`src/rtl/dda_lane_scheduler.sv`:
```
// dda_lane_scheduler: shares ray-traversal jobs across NLANES dda_stepper lanes.
// Jobs are dispatched round-robin to free lanes, and results are collected
// round-robin into one registered output slot tagged with job tag and lane.
//
// Handshake semantics (all ports): a transfer happens on a rising edge where
// valid and ready are both high; valid never depends on ready, and ready here
// is computed from registered state plus the peer's valid/ready only.
module dda_lane_scheduler #(
    parameter int NLANES = 4,
    parameter int TAGW   = 8,
    localparam int RESW  = 29,
    localparam int LW    = $clog2(NLANES),
    localparam int CW    = $clog2(NLANES + 1)
) (
    input  logic                     clock,
    input  logic                     reset,
    input  logic                     job_valid,
    output logic                     job_ready,
    input  logic [TAGW-1:0]          job_tag,
    output logic [NLANES-1:0]        lane_load,
    output logic [NLANES-1:0]        lane_active,
    input  logic [NLANES-1:0]        lane_res_valid,
    output logic [NLANES-1:0]        lane_res_ready,
    input  logic [NLANES*RESW-1:0]   lane_res_data,
    output logic                     out_valid,
    input  logic                     out_ready,
    output logic [RESW-1:0]          out_data,
    output logic [TAGW-1:0]          out_tag,
    output logic [LW-1:0]            out_lane,
    output logic [CW-1:0]            inflight,
    output logic                     busy
);

    // Per-lane state: a lane is BUSY while active_q is set, FREE otherwise.
    logic [NLANES-1:0] active_q, active_d;
    logic [TAGW-1:0]   tag_q [NLANES];
    logic [TAGW-1:0]   tag_d [NLANES];
    logic [LW-1:0]     disp_ptr_q, disp_ptr_d;
    logic [LW-1:0]     res_ptr_q, res_ptr_d;
    logic              out_valid_q, out_valid_d;
    logic [RESW-1:0]   out_data_q, out_data_d;
    logic [TAGW-1:0]   out_tag_q, out_tag_d;
    logic [LW-1:0]     out_lane_q, out_lane_d;
    logic [CW-1:0]     inflight_q, inflight_d;

    logic              disp_found, accept;
    logic [LW-1:0]     disp_lane;
    logic              res_found, res_take, slot_open;
    logic [LW-1:0]     res_lane;
    logic [NLANES-1:0] eligible;
    logic [RESW-1:0]   res_data_sel;
    logic [TAGW-1:0]   res_tag_sel;

    // Lane index base+k with wrap at NLANES (NLANES need not be a power of two).
    function automatic logic [LW-1:0] lane_at(input logic [LW-1:0] base, input int k);
        logic [LW:0] s;
        s = {1'b0, base} + (LW+1)'(k);
        if (s >= (LW+1)'(NLANES)) s = s - (LW+1)'(NLANES);
        return s[LW-1:0];
    endfunction

    // Dispatch pick: first free lane scanning upward from disp_ptr.
    always_comb begin
        disp_found = 1'b0;
        disp_lane  = '0;
        for (int k = 0; k < NLANES; k++) begin
            if (!disp_found && !active_q[lane_at(disp_ptr_q, k)]) begin
                disp_found = 1'b1;
                disp_lane  = lane_at(disp_ptr_q, k);
            end
        end
    end

    // Result grant: first active lane with a result, scanning from res_ptr.
    always_comb begin
        eligible  = lane_res_valid & active_q;
        res_found = 1'b0;
        res_lane  = '0;
        for (int k = 0; k < NLANES; k++) begin
            if (!res_found && eligible[lane_at(res_ptr_q, k)]) begin
                res_found = 1'b1;
                res_lane  = lane_at(res_ptr_q, k);
            end
        end
    end

    // Mux the granted lane's result and stored tag.
    always_comb begin
        res_data_sel = '0;
        res_tag_sel  = '0;
        for (int i = 0; i < NLANES; i++) begin
            if (res_lane == LW'(i)) begin
                res_data_sel = lane_res_data[i*RESW +: RESW];
                res_tag_sel  = tag_q[i];
            end
        end
    end

    // Handshake outputs; job_ready comes from state only, no path from job_valid.
    always_comb begin
        job_ready      = |(~active_q);
        accept         = job_valid & job_ready;
        slot_open      = !out_valid_q | out_ready;
        res_take       = slot_open & res_found;
        lane_load      = accept   ? (NLANES'(1) << disp_lane) : '0;
        lane_res_ready = res_take ? (NLANES'(1) << res_lane)  : '0;
    end

    // Next-state: dispatch sets a lane, retire clears one; they never collide
    // because dispatch only targets lanes that are free at cycle start.
    always_comb begin
        active_d    = active_q;
        tag_d       = tag_q;
        disp_ptr_d  = disp_ptr_q;
        res_ptr_d   = res_ptr_q;
        out_valid_d = out_valid_q;
        out_data_d  = out_data_q;
        out_tag_d   = out_tag_q;
        out_lane_d  = out_lane_q;
        inflight_d  = inflight_q;
        if (accept) begin
            active_d[disp_lane] = 1'b1;
            tag_d[disp_lane]    = job_tag;
            disp_ptr_d          = lane_at(disp_lane, 1);
        end
        if (res_take) begin
            active_d[res_lane] = 1'b0;
            res_ptr_d          = lane_at(res_lane, 1);
            out_valid_d        = 1'b1;
            out_data_d         = res_data_sel;
            out_tag_d          = res_tag_sel;
            out_lane_d         = res_lane;
        end else if (out_ready) begin
            out_valid_d = 1'b0;
        end
        case ({accept, res_take})
            2'b10:   inflight_d = inflight_q + CW'(1);
            2'b01:   inflight_d = inflight_q - CW'(1);
            default: inflight_d = inflight_q;
        endcase
    end

    // State registers with asynchronous active-low clear.
    always_ff @(posedge clock or negedge reset) begin
        if (!reset) begin
            active_q    <= '0;
            for (int i = 0; i < NLANES; i++) tag_q[i] <= '0;
            disp_ptr_q  <= '0;
            res_ptr_q   <= '0;
            out_valid_q <= 1'b0;
            out_data_q  <= '0;
            out_tag_q   <= '0;
            out_lane_q  <= '0;
            inflight_q  <= '0;
        end else begin
            active_q    <= active_d;
            tag_q       <= tag_d;
            disp_ptr_q  <= disp_ptr_d;
            res_ptr_q   <= res_ptr_d;
            out_valid_q <= out_valid_d;
            out_data_q  <= out_data_d;
            out_tag_q   <= out_tag_d;
            out_lane_q  <= out_lane_d;
            inflight_q  <= inflight_d;
        end
    end

    // Registered outputs.
    always_comb begin
        lane_active = active_q;
        out_valid   = out_valid_q;
        out_data    = out_data_q;
        out_tag     = out_tag_q;
        out_lane    = out_lane_q;
        inflight    = inflight_q;
        busy        = (inflight_q != '0) | out_valid_q;
    end

endmodule

```
`config.mk`:
```
export PLATFORM = sky130hd
export DESIGN_NAME = dda_lane_scheduler
export DESIGN_NICKNAME = d
export VERILOG_FILES = /design/src/rtl/dda_lane_scheduler.sv
export SDC_FILE = /design/constraint.sdc
export NUM_CORES = 1
export LEC_CHECK = 0
export ABC_CLOCK_PERIOD_IN_PS = 4100
export BUFFER_PORTS_ARGS = -buffer_cell sky130_fd_sc_hd__buf_2
export CELL_PAD_IN_SITES_DETAIL_PLACEMENT = 2
export CELL_PAD_IN_SITES_GLOBAL_PLACEMENT = 2
export CORE_UTILIZATION = 32
export CTS_CLUSTER_SIZE = 12
export DETAILED_ROUTE_END_ITERATION = 6
export PLACE_DENSITY = 0.87
export SLEW_MARGIN = 5
export SYNTH_ARGS = -nofsm -noshare
export SYNTH_HDL_FRONTEND = slang
export SYNTH_SLANG_ARGS = --single-unit
```
`constraint.sdc`:
```
create_clock -name clock -period 4.1 [get_ports clock]
set_input_delay 0.41 -clock clock [delete_from_list [all_inputs] [get_ports clock]]
set_output_delay 0.41 -clock clock [all_outputs]
set_load 0.05 [all_outputs]
```
==> out/qor.csv <==
metric,value,unit
r2r-start,lane_active[3]$_DFF_PN0_,
routedWlPerCell,20.0,um
finalCritPeriodShare,78.6,%
coreArea,14700,um^2
ys_top_cells_by_area,"dfrtp_1, mux2_4, a211o_1",
reg2reg_depth,8,
synth_common_cells,"dfrtp_1, inv_1, nor2_1, nand2_1",
port_buffers,188,
cp-end-kind,flip-flop,
seq_area_frac_synth,42.5,%
rsz0062_at_grt,no,
path_class,reg -> reg,
insertion_delay,350,ps
postCtsHoldBufs,0,
grt-ovfl-total,0,
crit_arrival,3480,ps
synth-seq-cells,83,
syn_area_per_cell,10.6,um^2
max_freq,310,MHz
skew,7.04,ps
cts.sinks,83,
power,6.74,mW
wirelength,16.4,mm
worstSetupStartpoint,lane_active[3]$_DFF_PN0_,
drive_gt1_share,42.3,%
postRouteAntennaNets,0,
hp-class,in -> async,
cp-start-kind,flip-flop,
dr_total_vias,4328,
r2r_end,out_tag[7]$_DFFE_PN0N_,
boundaryPins,189,
syn_nets,605,
dp.cells,805,
post-route-util,41.7,%
vias_per_cell,5.27,
place_ws,903,ps
clock-root-buffer,clkbuf_16,
postSynth.asyncResetShare,100,%
fp-row-count,44,
synth_cells,463,
nNetsFinal,774,
post_cts_buffers,0,
cts_tree,done,
path_clk_slew,60,ps
synth_top_area_share,42.5,%
die_h,126,um
drv_slew,0,
first_pass_iters,7,
cts-htree-levels,3,
antenna_found_initial,1,
violations,DRC,
floorplan.initialDensity,33.3,%
tns,0,ps
powerDensity,1100,nW/um^2
grt_pass1_wl,26.4,mm
drt-initial-drc-count,167,
regArea,2080,um^2
worst_slack,879,ps
p_leak,3.08,nW
ys_types,50,
drc,20,
synth_most_common_cell,dfrtp_1,
r2r_slack,880,ps
worst_ep_required_time,4360,ps
multiInputGateArea,2360,um^2
synth-main-ff-cell,dfrtp_1,
syn_area,4890,um^2
drv_cap,0,
synth_largest_area_cell,dfrtp_1,
clock_path_buffers,2,
final.fill_count,1609,
die_w,126,um
worst_slew_margin_rel,25.0,%
synth-edff-count,0,
die_area,15800,um^2
status,"finished, violations left",
timing.final.crit_period,3220,ps
track_usage,21.7,%
fin_cells,821,
place_congestion,0.747,
numCtsBuffers,9,
finalHoldViolCount,0,
synth_warnings,0,
critPathMaxFanout,36,
grt_pass1_vias,4951,
cts_resized,0,
area_growth,25.4,%
setup_viol,0,
grt_max_degree,84,
hpwlAfterDp,11.7,mm
vdd_ir_drop_max,629,uV
worst_slew_pin_slew,1120,ps
## worst max path at each step
stage / to / slack (ps) / cells after the start
after detailed placement: out_data[23]$_DFFE_PN0N_ / 900 / 8
final: out_tag[7]$_DFFE_PN0N_ / 880 / 8
after global routing: out_tag[1]$_DFFE_PN0N_ / 700 / 8
after CTS: lane_res_ready[2] / 870 / 7
after floorplan: lane_res_ready[3] / 1230 / 9
after global placement: out_data[9]$_DFFE_PN0N_ / 1080 / 8
## layer usage
metal / global-route usage [%] / wire length (um) / up-vias
met5: 0 / 0 / -
met4: 10.2 / 407 / 0
met3: 4.55 / 928 / 28
met2: 38.6 / 8190 / 159
met1: 24.8 / 6900 / 2140
li1: - / - / 2001
## flip-flops by register name, summed over array words and instances (netlist names)
name,cells
tag_q,32
out_data,29
out_tag,8
lane_active,4
inflight,3
disp_ptr_q,2
out_lane,2
res_ptr_q,2
out_valid,1
## report_power, final
part	internal [mW]	leakage [nW]	switching (mW)
logic	1.59	1.98	2.74
clock network	0.467	0.134	0.347
registers	1.27	0.966	0.329
total	3.32	3.08	3.41
## final cells by class
| cell class | instances | area share (%) |
|---|---|---|
| Sequential cell | 83 | 33.9 |
| Antenna cell | 1 | 0.0408 |
| Multi-Input combinational cell | 294 | 38.5 |
| Timing Repair Buffer | 194 | 16.1 |
| Clock inverter | 5 | 0.898 |
| Tap cell | 184 | 3.75 |
| Inverter | 50 | 3.06 |
| Clock buffer | 10 | 3.73 |
## critical path, cell delays in order, from the launching register on
cell and delay (ps):
dfrtp_1 560, nand2_1 130, a21bo_2 220, a21o_1 220, ha_2 360, nor2b_4 890
a221oi_1 200, a211o_1 330, a31oi_1 210
## placed cells by master, fill, tap and decap left out, types with 10 or more instances in the layout
cell and n:
a211o_1 36, a221oi_1 36, a31oi_1 26, a31oi_2 10, buf_2 187, dfrtp_1 83, inv_1 50, mux2_4 34
nand2_1 42, nor2_1 46
## metrics by stage
step	hold slack (ps)	instance area, um^2
floorplan	114	4890
global placement	477	5850
detailed placement	491	5850
CTS	310	6130
global route	336	6130
finish	262	6130
## kinds of logic after synthesis
| family | count (synthesis) | synth area share (%) |
|---|---|---|
| multiplexers | 37 | 11.1 |
| AO/OA/AOI/OAI | 131 | 22.3 |
| XOR/XNOR | 3 | 0.537 |
| buffers and inverters | 86 | 9.47 |
| flip-flops | 83 | 42.5 |
| AND/OR/NAND/NOR | 113 | 11.4 |
| adder cells (fa/ha/maj) | 10 | 2.71 |
No activity file was read; power rests on OpenSTA's default activity.
